File: config.mk
export PLATFORM = sky130hd
export DESIGN_NAME = fetch_unit
export DESIGN_NICKNAME = d
export VERILOG_FILES = /design/src/rtl/fetch_unit.sv
export SDC_FILE = /design/constraint.sdc
export NUM_CORES = 1
export LEC_CHECK = 0
export ABC_AREA = 0
export CAP_MARGIN = 20
export CELL_PAD_IN_SITES_DETAIL_PLACEMENT = 2
export CELL_PAD_IN_SITES_GLOBAL_PLACEMENT = 2
export CORE_MARGIN = 2
export CORE_UTILIZATION = 28
export DETAILED_ROUTE_END_ITERATION = 8
export GPL_ROUTABILITY_DRIVEN = 0
export PLACE_DENSITY = 0.9
export SKIP_LAST_GASP = 1
export SYNTH_ARGS = -nofsm -noshare
export SYNTH_HDL_FRONTEND = slang
export SYNTH_SLANG_ARGS = --single-unit
export TNS_END_PERCENT = 100
File: constraint.sdc
create_clock -name clk -period 2.5 [get_ports clk]
set_input_delay 0.5 -clock clk [delete_from_list [all_inputs] [get_ports clk]]
set_output_delay 0.5 -clock clk [all_outputs]
set_load 0.005 [all_outputs]
File: src/rtl/fetch_unit.sv
// Instruction fetch stage: owns the PC, issues one read at a time to a
// variable-latency instruction memory and buffers the returned word for decode.
module fetch_unit #(
  parameter logic [15:0] RESET_PC = 16'h0000
) (
  input  logic        clk,
  input  logic        rst_n,
  output logic [15:0] mem_addr,
  output logic        mem_req,
  input  logic [15:0] mem_data,
  input  logic        mem_valid,
  input  logic        redirect,
  input  logic [15:0] redirect_pc,
  input  logic        stall,
  output logic [15:0] instr,
  output logic [15:0] instr_pc,
  output logic [15:0] instr_pc2,
  output logic        instr_valid,
  output logic        hlt
);

  typedef enum logic [1:0] {
    REQ    = 2'd0,
    WAIT   = 2'd1,
    HALTED = 2'd2
  } fetchState_t;

  fetchState_t state, stateNext;

  logic [15:0] pc, pcNext, pcPlus2;
  logic        squash, squashNext;
  logic [15:0] instrNext, instrPcNext, instrPc2Next;
  logic        instrValidNext, hltNext;
  logic        consume, dataIsHlt, bufIsHlt;

  assign pcPlus2   = pc + 16'd2;
  assign dataIsHlt = (mem_data[15:12] == 4'hF);
  assign bufIsHlt  = (instr[15:12] == 4'hF);
  assign consume   = instr_valid & ~stall & ~redirect;

  assign mem_addr = pc;
  // A request only goes out when the buffer is empty or draining this edge,
  // so a returning word always has somewhere to land.
  assign mem_req  = rst_n & ~hlt & (state == REQ) & ~redirect & (~instr_valid | ~stall);

  // Next-state, PC, squash and output-buffer update.
  always_comb begin
    stateNext      = state;
    pcNext         = pc;
    squashNext     = squash;
    instrNext      = instr;
    instrPcNext    = instr_pc;
    instrPc2Next   = instr_pc2;
    instrValidNext = instr_valid;
    hltNext        = hlt;

    if (hlt) begin
      instrValidNext = 1'b0;
    end else begin
      if (consume) begin
        instrValidNext = 1'b0;
        if (bufIsHlt) begin
          hltNext = 1'b1;
        end
      end

      if (redirect) begin
        // Redirect overrides capture and stall; a fetch still in flight is
        // marked for squashing unless its data is returning right now.
        pcNext         = redirect_pc;
        instrValidNext = 1'b0;
        case (state)
          WAIT: begin
            if (mem_valid) begin
              squashNext = 1'b0;
              stateNext  = REQ;
            end else begin
              squashNext = 1'b1;
            end
          end
          HALTED:  stateNext = REQ;
          default: stateNext = REQ;
        endcase
      end else begin
        case (state)
          REQ: begin
            if (mem_req) begin
              stateNext = WAIT;
            end
          end
          WAIT: begin
            if (mem_valid) begin
              if (squash) begin
                squashNext = 1'b0;
                stateNext  = REQ;
              end else begin
                instrNext      = mem_data;
                instrPcNext    = pc;
                instrPc2Next   = pcPlus2;
                instrValidNext = 1'b1;
                pcNext         = pcPlus2;
                stateNext      = dataIsHlt ? HALTED : REQ;
              end
            end
          end
          HALTED:  stateNext = HALTED;
          default: stateNext = REQ;
        endcase
      end
    end
  end

  // State and datapath registers with asynchronous active-low reset.
  always_ff @(posedge clk or negedge rst_n) begin
    if (!rst_n) begin
      state       <= REQ;
      pc          <= RESET_PC;
      squash      <= 1'b0;
      instr       <= '0;
      instr_pc    <= '0;
      instr_pc2   <= '0;
      instr_valid <= 1'b0;
      hlt         <= 1'b0;
    end else begin
      state       <= stateNext;
      pc          <= pcNext;
      squash      <= squashNext;
      instr       <= instrNext;
      instr_pc    <= instrPcNext;
      instr_pc2   <= instrPc2Next;
      instr_valid <= instrValidNext;
      hlt         <= hltNext;
    end
  end

endmodule
==> results.md <==
* Status: finished clean
* Post-Route WL at 10300 um
* Mapped Nets at 326
* Synth Warn # at 0
* Initial Utilization at between 20% and 30%
* Max Fclk at 428 MHz
* CORE AREA at 0.0109 mm2
* Min Clock Period, post-route at 2.33 ns
* Initial antenna violation count at 0
* Clk root buf: clkbuf_16
* Crit Path Class: input port to primary output
* Total number of vias at about 2700
* Number of I/O pins at 104
* Most Used Layer, Global Route: met2
* Clock sink total at 68
* Via-to-Cell Ratio at 5.07
* Antenna viol nets, final at 0
* Post-DR wirelength/cell at 19.3 um
* Crit. End Element: primary output
* First-pass GRT wire length at 16500 um
* Grt total ovfl at 0
* Pwr Total at 0.00248 W
* # rows at 38
* TritonCTS clock tree: done
* Vias in the first global route at 3056
* Ys async rst share at 100%
* Clk_skew at roughly 0.0049 ns
* Sequential area share after synthesis at 53.8%
* Dominant cells by area after synthesis: dfrtp_1 54%, mux2_2 11%, o21ai_0 4.4%
* Mean post-synth cell area at roughly 11 um2
* Pin count of the biggest net entering global routing at 69
* CTS clk-pin slew, worst paths at roughly 0.050 ns
* Number of diodes at 0
* Hold Fails Final Rpt at 0
* Placed inst area at 0.00436 mm2
* CTS H-tree lvls at 3
* Worst Path Max Fanout at 2
* Max Cap Viol at 0
* GR Util met2 at 31.9%
* GRT met1 Usage at 21.0%
* Worst Tran Pin Value at 0.867 ns
* Fraction of layout cells with a size suffix above 1 at 16.2%
* Inst Count DP at roughly 520
* DRC violations left at 0
* Fin cells at 536
* RSZ-0062 raised after global routing: no
* Max Slew Vio Count at 0
* Final #Nets at 430
* Final Cycle Share at 93.4%
* WHS at 0.431 ns
* Area delta synth->final at 46.3%
* CTS Buf Count at 9
* CP required at about 2.0 ns
* Library cells used by synthesis at 45
* Synth area leader: dfrtp_1
* Die Footprint at around 0.012 mm2
* Crit path DAT at around 1.8 ns
* Core Util, Final at 42.4%
* DRT iter0 DRCs at 70
* Leak at 1.97 nW
* Worst VDD drop at 387 uV
* Hpwl dp at 7370 um
* PD cells at 535 mW/mm2
* Headroom to the max-slew limit at 42.2%
* Area share of the largest cell type after synthesis at 53.8%
* PortBufs at 103
* Clock Path Buffers at 2
* Die X at 110 um
* Met3 Resource Use GR at between 6 and 7%
* EDFF count, synth at 0
* Register bit total from synthesis at 68
* Synth Instances at 288
* Synthesized area at 0.00317 mm2
* Clk_lat worst skew at 0.33 ns
* Top_reg_cell synth: dfrtp_1
* Worst Hold Class: input port to async pin
* Chip Height at 110 um
* Startpoint class of the critical path: input port
* Post-route cell area at 0.00463 mm2
* Final Setup Violations at 0
* Total GRT Usage at 18.2%
* 1st-pass router iterations at 4
## cells in the final DEF, fill, tap and decap left out, drive strengths merged, types with 3 or more instances in the layout
| cell type | instances |
|---|---|
| a21oi | 11 |
| clkbuf | 13 |
| a22oi | 3 |
| xor2 | 3 |
| o21ai | 28 |
| dfrtp | 68 |
| a31oi | 5 |
| nand2 | 31 |
| inv | 3 |
| nand3 | 8 |
| nor4 | 8 |
| o211ai | 3 |
| clkdlybuf4s50 | 101 |
| mux2 | 33 |
| nor2 | 10 |
| nand4 | 3 |
| nor3 | 8 |
| xnor2 | 10 |
| or4 | 4 |
| buf | 15 |
## Yosys cell counts (2+ instances only)
library cell,n
buf_4,4
nand3_1,7
xor2_1,3
buf_6,4
o21a_1,2
nor3_1,8
nor4_1,8
nor2_1,10
a21oi_1,11
clkbuf_1,8
o21ai_0,28
o22a_1,2
or4_1,3
o211ai_1,3
nor3b_1,2
inv_1,3
a2bb2oi_1,2
dfrtp_1,68
nand2_1,31
o2bb2ai_1,2
xnor2_1,10
or2_1,2
clkbuf_2,2
a22oi_1,3
buf_1,2
a31oi_1,5
nand4_1,3
mux2_2,32
buf_2,4
## worst max-delay path, stage by stage
cell,delay [ns]
clkdlybuf4s50_1,0.47
or2_1,0.29
nor4_2,0.26
dlygate4sd2_1,0.30
## through the flow
| stage | setup TNS [ns] | worst slack (ns) |
|---|---|---|
| floorplan | 0 | 0.557 |
| global placement | -0.138 | -0.138 |
| detailed placement | -0.147 | -0.147 |
| CTS | 0 | 0.171 |
| global route | 0 | 0.110 |
| finish | 0 | 0.166 |
## area by class of cell
class                      instances  area (um2)
clock inverter                     2        10.0
tap                              140         175
sequential                        68        1700
fill                            1149        6300
clock buffer                      13         260
inverter                           3        11.3
multi-input combinational        193        1320
timing repair buffer             117        1160
## layer usage
metal	up-vias	share of wire, %
li1	1238	-
met3	12	6.9
met5	-	0
met2	85	52
met1	1384	40
met4	0	1.1
## registers in the layout (all words and copies together), names as in the netlist
name / flops
mem_addr: 16
squash: 1
instr: 16
instr_pc2: 15
instr_valid: 1
instr_pc: 16
state: 2
hlt: 1
## kinds of logic after synthesis
group / after synthesis / synth area share (%)
flops: 68 / 53.8
fa+ha+maj: 1 / 0.395
simple gates: 83 / 13.6
xor+xnor: 13 / 3.60
mux: 34 / 12.1
buf+inv: 27 / 4.86
compound gates: 62 / 11.7
## worst paths after layout
path,end,start,slack [ns],cells past startpoint
min in group clk,instr_pc2[1]$_DFFE_PN0P_,instr_pc2[1]$_DFFE_PN0P_,0.48,2
max in group asynchronous,state[0]$_DFFE_PN0P_,rst_n,1.51,2
max,mem_req,redirect,0.17,4
min,instr_pc2[3]$_DFFE_PN0P_,rst_n,0.43,2
max reg2reg,mem_addr[15]$_DFFE_PN0P_,mem_addr[2]$_DFFE_PN0P_,0.24,5
min reg2reg,instr_pc2[1]$_DFFE_PN0P_,instr_pc2[1]$_DFFE_PN0P_,0.48,2
## what timing repair did
item	4_1_cts	5_1_grt
hold buffers	0	0
setup buffers	0	0
setup endpoints to repair	1	0
gates resized for setup	2	0
## power by group
part           switching, W  leakage, nW  internal, W
clock network      0.000459        0.135     0.000717
registers         0.0000208        0.911      0.00111
logic             0.0000781        0.919    0.0000920
(Power assumes the default switching activity.)
==> edit 1, RTL diff (same flow settings) <==
`instr` no longer has a reset.
--- a/src/rtl/fetch_unit.sv
+++ b/src/rtl/fetch_unit.sv
@@ -116,7 +116,6 @@
       state       <= REQ;
       pc          <= RESET_PC;
       squash      <= 1'b0;
-      instr       <= '0;
       instr_pc    <= '0;
       instr_pc2   <= '0;
       instr_valid <= 1'b0;
@@ -125,7 +124,6 @@
       state       <= stateNext;
       pc          <= pcNext;
       squash      <= squashNext;
-      instr       <= instrNext;
       instr_pc    <= instrPcNext;
       instr_pc2   <= instrPc2Next;
       instr_valid <= instrValidNext;
@@ -133,4 +131,8 @@
     end
   end
 
+  always_ff @(posedge clk) begin
+    instr <= instrNext;
+  end
+
 endmodule
Behaviour: differs if rst_n is asserted again (counterexample within 4 cycles, from zero or initial values and one cycle with rst_n low); with rst_n held inactive, the same outputs for 4 cycles.
==> edit 1 against the unedited design <==
- synthesized area shrank 4.9%
- wire length grew 2.6%
- setup slack gained 0.012 ns
- count of clock-buffer cells in the layout shrank 1
- non-clock buffer count grew 3
- total power shrank 10%
- cell area shrank 3.5%
- fmax grew 0.50%
- first-iteration DRC count grew 50%
- sequential cell count is the same
- synthesized cell count shrank 5.2%
- critical path type unchanged
- critical endpoint unchanged
==> edit 1: results (changes against the unedited design) <==
Power and ir drop
  – Sw Pwr: 0.000515 W (was 0.000558 W)
  – VDD IR max: 0.278 mV (was 0.387 mV)
  – Sequential power: ~0.0012 W
  – Leak Pwr: 1.77 nW (was 1.97 nW)
  – Cell Pwr Density: 498 nW/µm² (was 535 nW/µm²)
  – Clock Power: 0.000924 W (was 0.00118 W)

CTS
  – H-tree Lvls: 3 (unchanged)
  – Worst skew pair latency: 0.36 ns (was 0.33 ns)
  – # resized after CTS: 0 (was 2)
  – CTS buffer count: 9 (unchanged)
  – Clock Root Buffer: clkbuf_8 (was clkbuf_16)

Global route
  – First-pass GRT wire length: 16.6 mm (was 16.5 mm)
  – Total global-route track usage: 18.9% (was 18.2%)
  – Vias in the first global route: 2940 (was 3056)
  – Largest net degree at the start of global routing: 53 (was 69)
  – Antenna violations before repair: 0 (unchanged)

Routing
  – Initial DRC count: 105 (was 70)
  – Avg WL per Cell: 20.1 µm (was 19.3 µm)
  – Drt via density: 5.04 (was 5.07)

Timing
  – Final hold slack: 0.288 ns (was 0.431 ns)
  – Worst Clk Skew: 0.0136 ns (was 0.00492 ns)
  – Actual slew at the worst max-slew pin: 0.739 ns (was 0.867 ns)

Logic synthesis
  – Synthesized instance count: 273 (was 288)
  – Top post-synthesis cells by area: dfrtp_1 (43%), edfxtp_1 (16%), o21ai_0 (5.5%) (was dfrtp_1 (54%), mux2_2 (11%), o21ai_0 (4.4%))
  – Share of flip-flops with an asynchronous set or reset: 76.5% (was 100%)
  – Post-synth EDFFs: 16 (was 0)
  – Post-synthesis cell type count: 41 (was 45)
  – Most frequent cells after synthesis: dfrtp_1 (52), o21ai_0 (33), nand2_1 (30), edfxtp_1 (16), nor2_1 (16) (was dfrtp_1 (68), mux2_2 (32), nand2_1 (31), o21ai_0 (28), a21oi_1 (11))
  – Synth Net Count: 311 (was 326)
  – Seq/Total Area, Yosys: 59.2% (was 53.8%)
  – Warnings from Yosys: 0 (unchanged)

Place
  – Placed insts: 512 (was 521)
  – IO Port Bufs: 103 (unchanged)
  – Hpwl dp: 7.49 mm (was 7.37 mm)

Setup path
  – R2r endpoint: mem_addr[12] (was mem_addr[15])
  – R2r startpoint: mem_addr[5] (was mem_addr[2])
  – Reg2Reg Depth: 4 (was 5)
  – Worst reg2reg setup slack: 0.37 ns (was 0.24 ns)

Cells and area
  – Non-Filler Instances: 528 (was 536)
  – Nets@finish: 425 (was 430)
  – Fraction of layout cells with a size suffix above 1: 12.8% (was 16.2%)

Outcome
  – Outcome: finished, final reports clean (unchanged)
==> edit 1: changes by cell type after synthesis, sizes merged, moves of 5 or more <==
cell,before,now
nor2,10,16
mux2,33,14
buf,14,8
edfxtp,0,16
dfrtp,68,52
o21ai,28,33
==> edit 1: cells by family after synthesis <==
family	synth area share [%]
mux	5.90
simple gates	14.0
fa+ha+maj	0.415
buf+inv	3.36
flops	59.2
compound gates	13.4
xor+xnor	3.78
==> edit 1: critical path, cell delays in order <==
cell	delay (ns)
clkdlybuf4s50_1	0.44
nor2_1	0.15
and4_1	0.23
clkdlybuf4s50_1	0.51
==> edit 1: worst max-delay path by stage <==
stage	endpoint	start	cells after the start	slack, ns
finish	mem_req	redirect	4	0.18
global route	mem_req	redirect	4	0.10
CTS	mem_req	redirect	4	0.16
detailed placement	mem_req	redirect	4	0.18
global placement	mem_req	redirect	4	0.17
floorplan	mem_addr[15]	mem_addr[1]	6	0.43
==> edit 1: through the flow <==
step                worst slack [ns]  instance area (µm²)
finish                         0.177                 4470
global route                   0.103                 4470
CTS                            0.160                 4470
detailed placement             0.184                 4270
global placement               0.168                 4270
floorplan                      0.435                 3010
==> edit 1: layout make-up <==
type | instances | area [µm²]
sequential | 68 | 1780
multi-input combinational | 182 | 1130
clock buffer | 12 | 145
tap | 136 | 170
fill | 1082 | 5900
timing repair buffer | 120 | 1170
inverter | 6 | 22.5
clock inverter | 4 | 50.0
==> edit 1: metal layers <==
layer,wire length [µm],track usage [%],up-vias
met2,5160,30.5,76
met5,0,0,-
li1,-,-,1212
met3,356,2.85,24
met4,395,9.89,0
met1,4680,24.5,1351
==> edit 2, RTL diff (same flow settings) <==
Without the edit above. Encoding of `fetchState_t`: now one-hot (3 bits for 3 states).
--- a/src/rtl/fetch_unit.sv
+++ b/src/rtl/fetch_unit.sv
@@ -19,10 +19,10 @@
   output logic        hlt
 );
 
-  typedef enum logic [1:0] {
-    REQ    = 2'd0,
-    WAIT   = 2'd1,
-    HALTED = 2'd2
+  typedef enum logic [2:0] {
+    REQ    = 3'b001,
+    WAIT   = 3'b010,
+    HALTED = 3'b100
   } fetchState_t;
 
   fetchState_t state, stateNext;
Check against the original RTL: same outputs for any inputs over 4 cycles, from zero or initial values and one cycle with rst_n low; so few cycles prove little.
==> edit 2 against the unedited design <==
- register-to-register slack improved by 0.29 ns
- count of clock-buffer cells in the layout fell by 3
- wire length grew 1.0%
- final cell count is 3.0% higher
- non-clock buffer count decreased by 2
- sequential cell count rose by 1
- fmax is 2.4% lower
- die area rose by 4.0%
- total power down 0.33%
- setup slack worse by 0.056 ns
- synthesized area rose by 4.2%
- cell area grew 3.3%
- hold slack worse by 0.16 ns
==> edit 2: results (changes against the unedited design) <==
Cells and area
  – Data buffer area share: 23.9% (was 25.0%)
  – Sequential cell count: 69 (was 68)
  – Inverters: 5 (was 3)
  – Area of the multi-input gates: 1450 µm² (was 1320 µm²)
  – Flip-flop and latch area: 1730 µm² (was 1700 µm²)
  – Multi-input gates: 204 (was 193)
  – Nets@finish: 442 (was 430)
  – Fillers: 1208 (was 1149)
  – Fraction of layout cells with a size suffix above 1: 11.2% (was 16.2%)

Global route
  – Vias in the first global route: 3182 (was 3056)
  – Total global-route track usage: 17.4% (was 18.2%)
  – First-pass GRT wire length: 17.5 mm (was 16.5 mm)
  – Largest net degree at the start of global routing: 38 (was 69)

Logic synthesis
  – Post-synthesis cell type count: 58 (was 45)
  – Average cell area after synthesis: 11.1 µm² (was 11.0 µm²)
  – Most frequent cells after synthesis: dfrtp_1 (68), nand2_1 (33), mux2_1 (30), o21ai_0 (23), nor2_1 (14) (was dfrtp_1 (68), mux2_2 (32), nand2_1 (31), o21ai_0 (28), a21oi_1 (11))
  – Synth Net Count: 335 (was 326)
  – Seq/Total Area, Yosys: 52.4% (was 53.8%)
  – Post-synth design cell area: 3300 µm² (was 3170 µm²)

Timing
  – Final hold slack: 0.272 ns (was 0.431 ns)
  – Final cycle utilization of the critical path: 95.6% (was 93.4%)
  – Worst Clk Skew: 0.00712 ns (was 0.00492 ns)

Routing
  – Drt total wl: 10.4 mm (was 10.3 mm)
  – Avg WL per Cell: 18.9 µm (was 19.3 µm)

Power and ir drop
  – Leak Pwr: 2.05 nW (was 1.97 nW)
  – Combinational share of power: 7.1% (was 6.9%)
  – VDD IR max: 0.325 mV (was 0.387 mV)

Outcome
  – Outcome: finished, final reports clean (unchanged)

Place
  – Hpwl dp: 7.79 mm (was 7.37 mm)
  – Placed insts: 536 (was 521)

Setup path
  – Critical path arrival: 1.89 ns (was 1.83 ns)
==> edit 2: metal layers <==
| metal | GRT usage (%) | share of wire [%] | vias to the layer above |
|---|---|---|---|
| met5 | 0 | 0 | - |
| met4 | 5.12 | 1.5 | 0 |
| met3 | 5.99 | 7.0 | 16 |
| met2 | 29.1 | 49 | 94 |
| met1 | 21.5 | 42 | 1350 |
| li1 | - | - | 1285 |
==> edit 2: kinds of logic (layout without fill, tap and decap cells) <==
family	Yosys count	after routing	share of synthesized area [%]
adders and majority gates	1	1	0.379
buffers and inverters	24	136	3.98
muxes	35	35	11.8
and+or+nand+nor	91	91	15.6
DFF	69	69	52.4
xor gates and xnor gates	12	12	3.19
AOI/OAI and AO/OA	65	65	12.6
==> edit 2: what timing repair did <==
| item | in CTS | in global routing |
|---|---|---|
| gates resized for setup | 1 | 1 |
| hold buffers | 0 | 0 |
| endpoints found under the setup margin | 1 | 1 |
| pin swaps | 0 | 1 |
